==> src/rtl/mc_control_alu_pkg.sv <==
// ============================================================================
// mc_control_alu_pkg
// Shared definitions for the multicycle RV32I control/execute block:
//   - RV32I major opcode constants
//   - 4-bit ALU operation codes
//   - aluop class codes (control FSM -> ALU-operation decoder)
//   - datapath mux select encodings for the A and B operand muxes
//   - main control FSM state enumeration
// ============================================================================
package mc_control_alu_pkg;

    localparam logic [6:0] OPC_LOAD   = 7'b0000011;
    localparam logic [6:0] OPC_STORE  = 7'b0100011;
    localparam logic [6:0] OPC_OP     = 7'b0110011;
    localparam logic [6:0] OPC_OPIMM  = 7'b0010011;
    localparam logic [6:0] OPC_BRANCH = 7'b1100011;
    localparam logic [6:0] OPC_JAL    = 7'b1101111;
    localparam logic [6:0] OPC_JALR   = 7'b1100111;
    localparam logic [6:0] OPC_LUI    = 7'b0110111;
    localparam logic [6:0] OPC_AUIPC  = 7'b0010111;

    typedef enum logic [3:0] {
        ALU_AND  = 4'b0000,
        ALU_OR   = 4'b0001,
        ALU_ADD  = 4'b0010,
        ALU_XOR  = 4'b0011,
        ALU_SLL  = 4'b0100,
        ALU_SRL  = 4'b0101,
        ALU_SUB  = 4'b0110,
        ALU_SRA  = 4'b0111,
        ALU_SLT  = 4'b1000,
        ALU_SLTU = 4'b1001,
        ALU_SGE  = 4'b1010,
        ALU_SGEU = 4'b1011,
        ALU_SEQ  = 4'b1100,
        ALU_SNE  = 4'b1101
    } alu_op_e;

    localparam logic [1:0] ALUOP_ADD    = 2'b00;
    localparam logic [1:0] ALUOP_BRANCH = 2'b01;
    localparam logic [1:0] ALUOP_FUNC   = 2'b10;

    localparam logic [1:0] SRC_A_PC     = 2'd0;
    localparam logic [1:0] SRC_A_RS1    = 2'd1;
    localparam logic [1:0] SRC_A_PC_OLD = 2'd2;
    localparam logic [1:0] SRC_A_ZERO   = 2'd3;

    localparam logic [1:0] SRC_B_RS2    = 2'd0;
    localparam logic [1:0] SRC_B_FOUR   = 2'd1;
    localparam logic [1:0] SRC_B_IMM    = 2'd2;
    localparam logic [1:0] SRC_B_ZERO   = 2'd3;

    typedef enum logic [3:0] {
        ST_FETCH,
        ST_DECODE,
        ST_MEMADR,
        ST_MEMREAD,
        ST_MEMWB,
        ST_MEMWRITE,
        ST_EXEC_R,
        ST_EXEC_I,
        ST_LUI,
        ST_ALU_WB,
        ST_BRANCH,
        ST_JALR_CALC,
        ST_JUMP,
        ST_HALT
    } state_e;

endpackage

==> src/rtl/mc_control_alu_alu.sv <==
// ============================================================================
// mc_alu
// Purely combinational XLEN-bit integer ALU.
// Ports:
//   operation  in  4     ALU operation code (alu_op_e); unknown codes give 0
//   x          in  XLEN  operand A
//   y          in  XLEN  operand B (shift amount is y[4:0])
//   result     out XLEN  operation result, wraps modulo 2^XLEN
//   zero       out 1     result == 0
// ============================================================================
module mc_alu
    import mc_control_alu_pkg::*;
#(
    parameter int XLEN = 32
) (
    input  logic [3:0]      operation,
    input  logic [XLEN-1:0] x,
    input  logic [XLEN-1:0] y,
    output logic [XLEN-1:0] result,
    output logic            zero
);

    logic [4:0] shamt;
    assign shamt = y[4:0];

    // Compare operations produce a single 0/1 in the LSB.
    always_comb begin
        result = '0;
        case (operation)
            ALU_AND:  result = x & y;
            ALU_OR:   result = x | y;
            ALU_ADD:  result = x + y;
            ALU_XOR:  result = x ^ y;
            ALU_SLL:  result = x << shamt;
            ALU_SRL:  result = x >> shamt;
            ALU_SUB:  result = x - y;
            ALU_SRA:  result = $unsigned($signed(x) >>> shamt);
            ALU_SLT:  result[0] = $signed(x) <  $signed(y);
            ALU_SLTU: result[0] = x <  y;
            ALU_SGE:  result[0] = $signed(x) >= $signed(y);
            ALU_SGEU: result[0] = x >= y;
            ALU_SEQ:  result[0] = x == y;
            ALU_SNE:  result[0] = x != y;
            default:  result = '0;
        endcase
    end

    assign zero = (result == '0);

endmodule

==> src/rtl/mc_control_alu.sv <==
// ============================================================================
// mc_control_alu
// Multicycle RV32I control and execute block: Moore control FSM, ALU-operation
// decoder and the XLEN-bit ALU (mc_alu).
// Optional feature macro: ILLEGAL_HALT_EN -- when defined, an unknown opcode
// in DECODE parks the FSM in HALT (all outputs 0) until reset; otherwise the
// instruction is treated as a NOP and the FSM returns to FETCH.
// Ports:
//   clk, reset (async, active-low)
//   instruction_opcode/func3/func7   IR fields
//   alu_in_x/alu_in_y                ALU operands from the A/B muxes
//   pc_write, pc_write_cond, pc_load PC update controls
//   lorD, memory_read, memory_write  memory controls
//   memory_to_reg, ir_write, reg_write, pc_source, alu_src_a, alu_src_b
//   is_immediate, aluop, aluop_out   execute-class and decoded ALU op
//   alu_out, zero                    combinational ALU result and zero flag
// ============================================================================
module mc_control_alu
    import mc_control_alu_pkg::*;
#(
    parameter int XLEN = 32
) (
    input  logic            clk,
    input  logic            reset,
    input  logic [6:0]      instruction_opcode,
    input  logic [2:0]      func3,
    input  logic [6:0]      func7,
    input  logic [XLEN-1:0] alu_in_x,
    input  logic [XLEN-1:0] alu_in_y,
    output logic            pc_write,
    output logic            pc_write_cond,
    output logic            pc_load,
    output logic            lorD,
    output logic            memory_read,
    output logic            memory_write,
    output logic            memory_to_reg,
    output logic            ir_write,
    output logic            pc_source,
    output logic [1:0]      alu_src_a,
    output logic [1:0]      alu_src_b,
    output logic            reg_write,
    output logic            is_immediate,
    output logic [1:0]      aluop,
    output logic [3:0]      aluop_out,
    output logic [XLEN-1:0] alu_out,
    output logic            zero
);

    state_e state, next_state;

    // Only func7[5] selects SUB/SRA; the remaining bits are don't-care here.
    logic func7_unused;
    assign func7_unused = ^{func7[6], func7[4:0]};

    always_ff @(posedge clk or negedge reset) begin
        if (!reset) state <= ST_FETCH;
        else        state <= next_state;
    end

    // Moore decode; everything stays 0 while reset is held low, even though
    // the state register already sits in FETCH.
    always_comb begin
        next_state    = state;
        pc_write      = 1'b0;
        pc_write_cond = 1'b0;
        lorD          = 1'b0;
        memory_read   = 1'b0;
        memory_write  = 1'b0;
        memory_to_reg = 1'b0;
        ir_write      = 1'b0;
        pc_source     = 1'b0;
        alu_src_a     = SRC_A_PC;
        alu_src_b     = SRC_B_RS2;
        reg_write     = 1'b0;
        is_immediate  = 1'b0;
        aluop         = ALUOP_ADD;
        if (reset) begin
            case (state)
                ST_FETCH: begin
                    memory_read = 1'b1;
                    ir_write    = 1'b1;
                    pc_write    = 1'b1;
                    alu_src_b   = SRC_B_FOUR;
                    next_state  = ST_DECODE;
                end
                ST_DECODE: begin
                    alu_src_a = SRC_A_PC_OLD;
                    alu_src_b = SRC_B_IMM;
                    case (instruction_opcode)
                        OPC_LOAD, OPC_STORE: next_state = ST_MEMADR;
                        OPC_OP:     next_state = ST_EXEC_R;
                        OPC_OPIMM:  next_state = ST_EXEC_I;
                        OPC_BRANCH: next_state = ST_BRANCH;
                        OPC_JAL:    next_state = ST_JUMP;
                        OPC_JALR:   next_state = ST_JALR_CALC;
                        OPC_LUI:    next_state = ST_LUI;
                        OPC_AUIPC:  next_state = ST_ALU_WB;
`ifdef ILLEGAL_HALT_EN
                        default:    next_state = ST_HALT;
`else
                        default:    next_state = ST_FETCH;
`endif
                    endcase
                end
                ST_MEMADR: begin
                    alu_src_a  = SRC_A_RS1;
                    alu_src_b  = SRC_B_IMM;
                    next_state = (instruction_opcode == OPC_LOAD) ? ST_MEMREAD : ST_MEMWRITE;
                end
                ST_MEMREAD: begin
                    memory_read = 1'b1;
                    lorD        = 1'b1;
                    next_state  = ST_MEMWB;
                end
                ST_MEMWB: begin
                    reg_write     = 1'b1;
                    memory_to_reg = 1'b1;
                    next_state    = ST_FETCH;
                end
                ST_MEMWRITE: begin
                    memory_write = 1'b1;
                    lorD         = 1'b1;
                    next_state   = ST_FETCH;
                end
                ST_EXEC_R: begin
                    alu_src_a  = SRC_A_RS1;
                    alu_src_b  = SRC_B_RS2;
                    aluop      = ALUOP_FUNC;
                    next_state = ST_ALU_WB;
                end
                ST_EXEC_I: begin
                    alu_src_a    = SRC_A_RS1;
                    alu_src_b    = SRC_B_IMM;
                    aluop        = ALUOP_FUNC;
                    is_immediate = 1'b1;
                    next_state   = ST_ALU_WB;
                end
                ST_LUI: begin
                    alu_src_a  = SRC_A_ZERO;
                    alu_src_b  = SRC_B_IMM;
                    next_state = ST_ALU_WB;
                end
                ST_ALU_WB: begin
                    reg_write  = 1'b1;
                    next_state = ST_FETCH;
                end
                ST_BRANCH: begin
                    alu_src_a     = SRC_A_RS1;
                    alu_src_b     = SRC_B_RS2;
                    aluop         = ALUOP_BRANCH;
                    pc_source     = 1'b1;
                    // func3 010/011 are not branches: never taken.
                    pc_write_cond = (func3 != 3'b010) && (func3 != 3'b011);
                    next_state    = ST_FETCH;
                end
                ST_JALR_CALC: begin
                    alu_src_a  = SRC_A_RS1;
                    alu_src_b  = SRC_B_IMM;
                    next_state = ST_JUMP;
                end
                ST_JUMP: begin
                    // Target comes from ALUOut; PC (already +4) passes the ALU
                    // with +0 so ALUOut captures the link address.
                    alu_src_a  = SRC_A_PC;
                    alu_src_b  = SRC_B_ZERO;
                    pc_write   = 1'b1;
                    pc_source  = 1'b1;
                    next_state = ST_ALU_WB;
                end
                ST_HALT:  next_state = ST_HALT;
                default:  next_state = ST_FETCH;
            endcase
        end
    end

    // ALU-operation decoder. For branches the op is chosen so that a zero
    // result means "branch taken".
    always_comb begin
        aluop_out = ALU_ADD;
        case (aluop)
            ALUOP_FUNC: begin
                case (func3)
                    3'b000:  aluop_out = (func7[5] && !is_immediate) ? ALU_SUB : ALU_ADD;
                    3'b001:  aluop_out = ALU_SLL;
                    3'b010:  aluop_out = ALU_SLT;
                    3'b011:  aluop_out = ALU_SLTU;
                    3'b100:  aluop_out = ALU_XOR;
                    3'b101:  aluop_out = func7[5] ? ALU_SRA : ALU_SRL;
                    3'b110:  aluop_out = ALU_OR;
                    default: aluop_out = ALU_AND;
                endcase
            end
            ALUOP_BRANCH: begin
                case (func3)
                    3'b000:  aluop_out = ALU_SUB;
                    3'b001:  aluop_out = ALU_SEQ;
                    3'b100:  aluop_out = ALU_SGE;
                    3'b101:  aluop_out = ALU_SLT;
                    3'b110:  aluop_out = ALU_SGEU;
                    3'b111:  aluop_out = ALU_SLTU;
                    default: aluop_out = ALU_ADD;
                endcase
            end
            default: aluop_out = ALU_ADD;
        endcase
    end

    mc_alu #(.XLEN(XLEN)) u_alu (
        .operation (aluop_out),
        .x         (alu_in_x),
        .y         (alu_in_y),
        .result    (alu_out),
        .zero      (zero)
    );

    assign pc_load = pc_write | (pc_write_cond & zero);

endmodule

==> config.mk <==
export PLATFORM = sky130hd
export DESIGN_NAME = mc_control_alu
export DESIGN_NICKNAME = d
export VERILOG_FILES = /design/src/rtl/mc_control_alu_pkg.sv /design/src/rtl/mc_control_alu_alu.sv /design/src/rtl/mc_control_alu.sv
export SDC_FILE = /design/constraint.sdc
export NUM_CORES = 1
export LEC_CHECK = 0
export ABC_AREA = 1
export CORE_UTILIZATION = 55
export DETAILED_ROUTE_END_ITERATION = 12
export PLACE_DENSITY = 0.78
export SETUP_SLACK_MARGIN = 0.05
export SYNTH_ARGS = -nofsm -noshare
export SYNTH_HDL_FRONTEND = slang
export SYNTH_SLANG_ARGS = --single-unit
==> constraint.sdc <==
create_clock -name clk -period 5 [get_ports clk]
set_input_delay 1 -clock clk [delete_from_list [all_inputs] [get_ports clk]]
set_output_delay 1 -clock clk [all_outputs]
set_load 0.1 [all_outputs]
==> impl_summary.log, run 1 <==
INFO  metric status = stopped before the end
INFO  metric failed_stage = 5_1_grt
INFO  metric first-error = [ERROR GRT-0116] Global routing finished with congestion. Check the congestion regions in the DRC Viewer.
INFO  metric clk_root_buffer_cell = sky130_fd_sc_hd__clkbuf_16
INFO  metric post_synthesis_cell_type_count = 48
INFO  metric avgSynthCellArea = between 4 and 5 um2
INFO  metric hpwl = 48100 um
INFO  metric chipWidth = 146 um
INFO  metric first_global_vias = 25500
INFO  metric port-buffer-count = 130
INFO  metric placed_cells = around 3100
INFO  metric start_util = a little under three fifths
INFO  metric async_set_or_reset_flop_fraction_in_the_synthesized_netlist = 100%
INFO  metric postSynth.topFlopCell = sky130_fd_sc_hd__dfrtp_1
INFO  metric grt_max_degree = 73
INFO  metric mappedNetlistArea = 11400 um2
INFO  metric synthesis.instances = about 2400
INFO  metric synth_edf_count = 0
INFO  metric ys_top_cells_by_area = sky130_fd_sc_hd__nand2_1 (26%), sky130_fd_sc_hd__nand3_1 (22%), sky130_fd_sc_hd__ha_1 (11%), sky130_fd_sc_hd__inv_1 (9.5%), sky130_fd_sc_hd__nor2_1 (8.4%)
INFO  metric cts_hold_repair.buffers = 0
INFO  metric cts_made_buffers = 3
INFO  metric die_h = approximately 150 um
INFO  metric yosysMostFrequentCell = sky130_fd_sc_hd__nand2_1
INFO  metric gp_congestion = 1.24
INFO  metric grt_use_total = between 90% and 100%
INFO  metric flop_and_latch_count_out_of_synthesis = 4
INFO  metric yosys_warnings = 0
INFO  metric grt-ovfl-total = 547
INFO  metric synth.largest_area_cell = sky130_fd_sc_hd__nand2_1
INFO  metric cts_buffer_depth = 2
INFO  metric floorplan.io_pins = between 100 and 150
INFO  metric cts_sinks = 4
INFO  metric ys_seq_area_share = less than 1%
INFO  metric syn_nets = 2568
INFO  metric netlist_top_cells_count = sky130_fd_sc_hd__nand2_1 (800), sky130_fd_sc_hd__nand3_1 (506), sky130_fd_sc_hd__inv_1 (289), sky130_fd_sc_hd__nor2_1 (255), sky130_fd_sc_hd__ha_1 (99)
INFO  metric std_cell_rows = 52
INFO  metric grt_first_pass_wirelength = 153000 um
INFO  metric top_cell_type_s_share_of_synthesized_area = a little over a quarter
INFO  metric htreeDepth = 1
-- timing repair --
action	4_1_cts
setup buffers	58
pin swaps	114
gates cloned	4
setup endpoints to repair	34
resized for setup	390
-- routing by layer --
metal  overflow  track usage (%)
met5          0             50.9
met1         30             89.1
met3         25             80.0
met2        347              104
met4        145             92.7
-- kinds of logic after synthesis --
logic type               Yosys count  synth area share (%)
AO/OA/AOI/OAI                    204                  9.66
XOR/XNOR                          12                 0.922
adder cells (fa/ha/maj)          101                  11.2
buffers and inverters            408                  14.7
flip-flops                         4                 0.878
AND/OR/NAND/NOR                 1655                  62.6
-- through the flow --
stage	instance area [um2]	setup TNS (ps)	setup slack, ps	util, %	hold slack [ps]
after floorplan	11800	-9820	-1440	-	546
after global placement	16700	-5180	-643	82.2	617
after detailed placement	16700	-9370	-760	82.2	631
after CTS	18500	0	2.43	91.1	654
==> inputs of run 2 (changes only) <==
Settings changed: CORE_UTILIZATION 55 to 40, PLACE_DENSITY 0.78 to default, PLACE_DENSITY_LB_ADDON from default to 0.15, SETUP_SLACK_MARGIN 0.05 to default.
==> run 2 against run 1 <==
The flow now finishes without violations. Area after synthesis unchanged. Synthesized cell count is the same.
==> impl_summary.log, run 2 <==
INFO  metric syn_nets = 2568 (unchanged)
INFO  metric grt_first_pass_wirelength = 98700 um
INFO  metric holdWs = between 600 and 700 ps
INFO  metric floorplan.io_pins = 137 (unchanged)
INFO  metric synth_compound_gate_area_share = 9.66% (unchanged)
INFO  metric yosysMostFrequentCell = sky130_fd_sc_hd__nand2_1
INFO  metric final_nets = about 3200
INFO  metric max_slew.worst_pin.slew = between 600 and 700 ps
INFO  metric flow.area_growth_from_synthesis = 73.9%
INFO  metric route.detailed.drc = 0
INFO  metric report.final.slew_viol_count = 0
INFO  metric cts_sinks = 4 (unchanged)
INFO  metric mappedNetlistArea = 11400 um2 (unchanged)
INFO  metric final-setup-viol-count = 0
INFO  metric critical_path.max_fanout = 7
INFO  metric worst-endpoint-arrival = 3980 ps
INFO  metric clkLatencyLatePin = ~230 ps
INFO  metric ant_nets = 0
INFO  metric htreeDepth = 1 (unchanged)
INFO  metric hpwl = 54100 um (+13%)
INFO  metric cpPeakStageDelay = 270 ps
INFO  metric cts_hold_repair.buffers = 0 (unchanged)
INFO  metric synth.largest_area_cell = sky130_fd_sc_hd__nand2_1
INFO  metric port-buffer-count = 130 (unchanged)
INFO  metric top_cell_type_s_share_of_synthesized_area = 26.3% (unchanged)
INFO  metric grt_antenna_before_repair = 1
INFO  metric die_h = 171 um (+17%)
INFO  metric cts_made_buffers = 3 (unchanged)
INFO  metric slew-limit-headroom = between 50% and 60%
INFO  metric drt_iter0_markers = 2372
INFO  metric flop_and_latch_count_out_of_synthesis = 4 (unchanged)
INFO  metric top_register = state
INFO  metric yosys_warnings = 0 (unchanged)
INFO  metric power_density = approximately 150 nW/um2
INFO  metric netlist_top_cells_count = sky130_fd_sc_hd__nand2_1 (800), sky130_fd_sc_hd__nand3_1 (506), sky130_fd_sc_hd__inv_1 (289), sky130_fd_sc_hd__nor2_1 (255), sky130_fd_sc_hd__ha_1 (99)
INFO  metric unrepaired_setup_endpoints_after_global_routing = true
INFO  metric synthesis.instances = 2384 (unchanged)
INFO  metric endpoint_kind = output port
INFO  metric post-route-worst-setup-slack = ~17 ps
INFO  metric post_drt_via_cell_ratio = between 5 and 6
INFO  metric wire_per_inst = 20.1 um
INFO  metric final_core_utilization = a little under three quarters
INFO  metric layout.cells.most_common = sky130_fd_sc_hd__nand2_1
INFO  metric grt_max_degree = between 70 and 80
INFO  metric post_synthesis_cell_type_count = 48 (unchanged)
INFO  metric postSynth.topFlopCell = sky130_fd_sc_hd__dfrtp_1
INFO  metric critical_path.startpoint_type = primary input
INFO  metric pre_cts_slack = -675 ps (+85.9 ps)
INFO  metric core-area = between 20000 and 30000 um2
INFO  metric finClkSkew = between 3 and 4 ps
INFO  metric maxCapViolCount = 0
INFO  metric most-common-layout-cells = sky130_fd_sc_hd__nand2_1 (708), sky130_fd_sc_hd__buf_4 (545), sky130_fd_sc_hd__nand3_1 (453)
INFO  metric clk_root_buffer_cell = sky130_fd_sc_hd__clkbuf_16
INFO  metric power.ir.vdd_worst = 223 uV
INFO  metric ys_seq_area_share = 0.878% (unchanged)
INFO  metric gp_congestion = 1.08 (-14%)
INFO  metric critical-path-top-cell-by-count = sky130_fd_sc_hd__nand2_4
INFO  metric finalWirelength = between 60000 and 70000 um
INFO  metric status = finished clean
INFO  metric synthSimpleGateAreaFrac = 62.6% (unchanged)
INFO  metric chipWidth = 171 um (+17%)
INFO  metric power_leakage = between 10 and 15 nW
INFO  metric first_global_vias = around 18000
INFO  metric die_area = roughly 29000 um2
INFO  metric start_util = 40.8% (-15 points)
INFO  metric finalCritPeriodShare = 99.7%
INFO  metric yosys-mux-area-fraction = 0% (unchanged)
INFO  metric post_synth_fa_ha_maj_area_fraction = 11.2% (unchanged)
INFO  metric synth_edf_count = 0 (unchanged)
INFO  metric largest_register_ff_count = 4
INFO  metric grt-ovfl-total = 0
INFO  metric cp_slowest_cell = sky130_fd_sc_hd__nor3_4
INFO  metric dr_total_vias = just under 20000
INFO  metric synth_xor_xnor_area_share = 0.922% (unchanged)
INFO  metric drt_pass1_iterations = 9
INFO  metric cts_buffer_depth = 2 (unchanged)
INFO  metric worst_min_path_class = flop to flop
INFO  metric largest_family_of_logic_cells_by_synthesized_area = simple AND/OR/NAND/NOR gates
INFO  metric antennaDiodeCount = 0
INFO  metric worst-endpoint-required = 4000 ps
INFO  metric async_set_or_reset_flop_fraction_in_the_synthesized_netlist = 100% (unchanged)
INFO  metric std_cell_rows = 61 (+17%)
INFO  metric fmax = ~0.2 GHz
INFO  metric period_needed = ~5000 ps
INFO  metric grt_use_total = ~45%
INFO  metric cts.clk_slew.worst_paths = ~30 ps
INFO  metric biggestRegsByFlops = state x4
INFO  metric worst-setup-path-type = primary input to output port
INFO  metric cts_tree = done
INFO  metric hold_violations = 0
INFO  metric share_of_post_route_cells_with_drive_strength_above_1 = a little under two fifths
INFO  metric avgSynthCellArea = 4.78 um2 (unchanged)
INFO  metric ys_top_cells_by_area = sky130_fd_sc_hd__nand2_1 (26%), sky130_fd_sc_hd__nand3_1 (22%), sky130_fd_sc_hd__ha_1 (11%), sky130_fd_sc_hd__inv_1 (9.5%), sky130_fd_sc_hd__nor2_1 (8.4%)
==> run 2: final timing paths <==
path / slack [ps] / endpoint / cells past startpoint / start
min in group asynchronous: 790 / state[1] / 3 / reset
max in group asynchronous: 4090 / state[0] / 3 / reset
worst max-delay path: 20 / pc_load / 25 / reset
worst min register to register: 620 / state[2] / 2 / state[2]
worst min-delay path: 620 / state[2] / 2 / state[2]
worst max register to register: 3250 / state[2] / 8 / state[0]
==> run 2: metrics by stage <==
step | power, mW | TNS [ps] | instances | cell area, um2
2_1_floorplan | 1.44 | -9820 | 2384 | 11800
3_3_place_gp | 2.56 | -2210 | 3298 | 17400
3_5_place_dp | 2.58 | -2800 | 3298 | 17400
4_1_cts | 2.87 | 0 | 3334 | 18700
5_1_grt | 3.21 | -274 | 3362 | 19800
6_report | 3.07 | 0 | 3362 | 19800
==> run 2: area by class of cell <==
type | count | area, um2
Clock buffer | 3 | 75.1
Fill cell | 2563 | 8110
Inverter | 300 | 1200
Multi-Input combinational cell | 1974 | 11600
Sequential cell | 4 | 100
Tap cell | 378 | 473
Timing Repair Buffer | 703 | 6350
==> run 2: cells by family (layout without fill, tap and decap cells) <==
| family | count (synthesis) | after routing |
|---|---|---|
| DFF | 4 | 4 |
| adders and majority gates | 101 | 101 |
| AOI/OAI and AO/OA | 204 | 204 |
| and+or+nand+nor | 1655 | 1657 |
| xor gates and xnor gates | 12 | 12 |
| buffers and inverters | 408 | 1006 |
==> run 2: worst max-delay path: cells and delay by family <==
family / cells / cell delay [ps]
adders and majority gates: 1 / 210
buffers and inverters: 8 / 910
and+or+nand+nor: 16 / 1820
==> run 2: timing repair <==
action | in CTS | in global routing
pin swaps | 99 | 122
cloned | 3 | 1
buffers inserted | 32 | 28
resized for setup | 321 | 258
endpoints found under the setup margin | 20 | 6
==> run 2: layer usage <==
| layer | track usage (%) | share of wire [%] |
|---|---|---|
| met2 | 72.7 | 44 |
| met5 | 0 | 0 |
| met4 | 21.2 | 5.8 |
| met1 | 57.3 | 39 |
| met3 | 7.22 | 11 |
==> run 2: power by group <==
group	internal (mW)	total [mW]	leakage [nW]	switching, mW
clock	0.102	0.126	0.0370	0.0237
sequential	0.0378	0.0457	0.0536	0.00789
combinational	1.10	2.90	10.3	1.80
total	1.24	3.07	10.4	1.83
No activity file was read; power rests on OpenSTA's default activity.
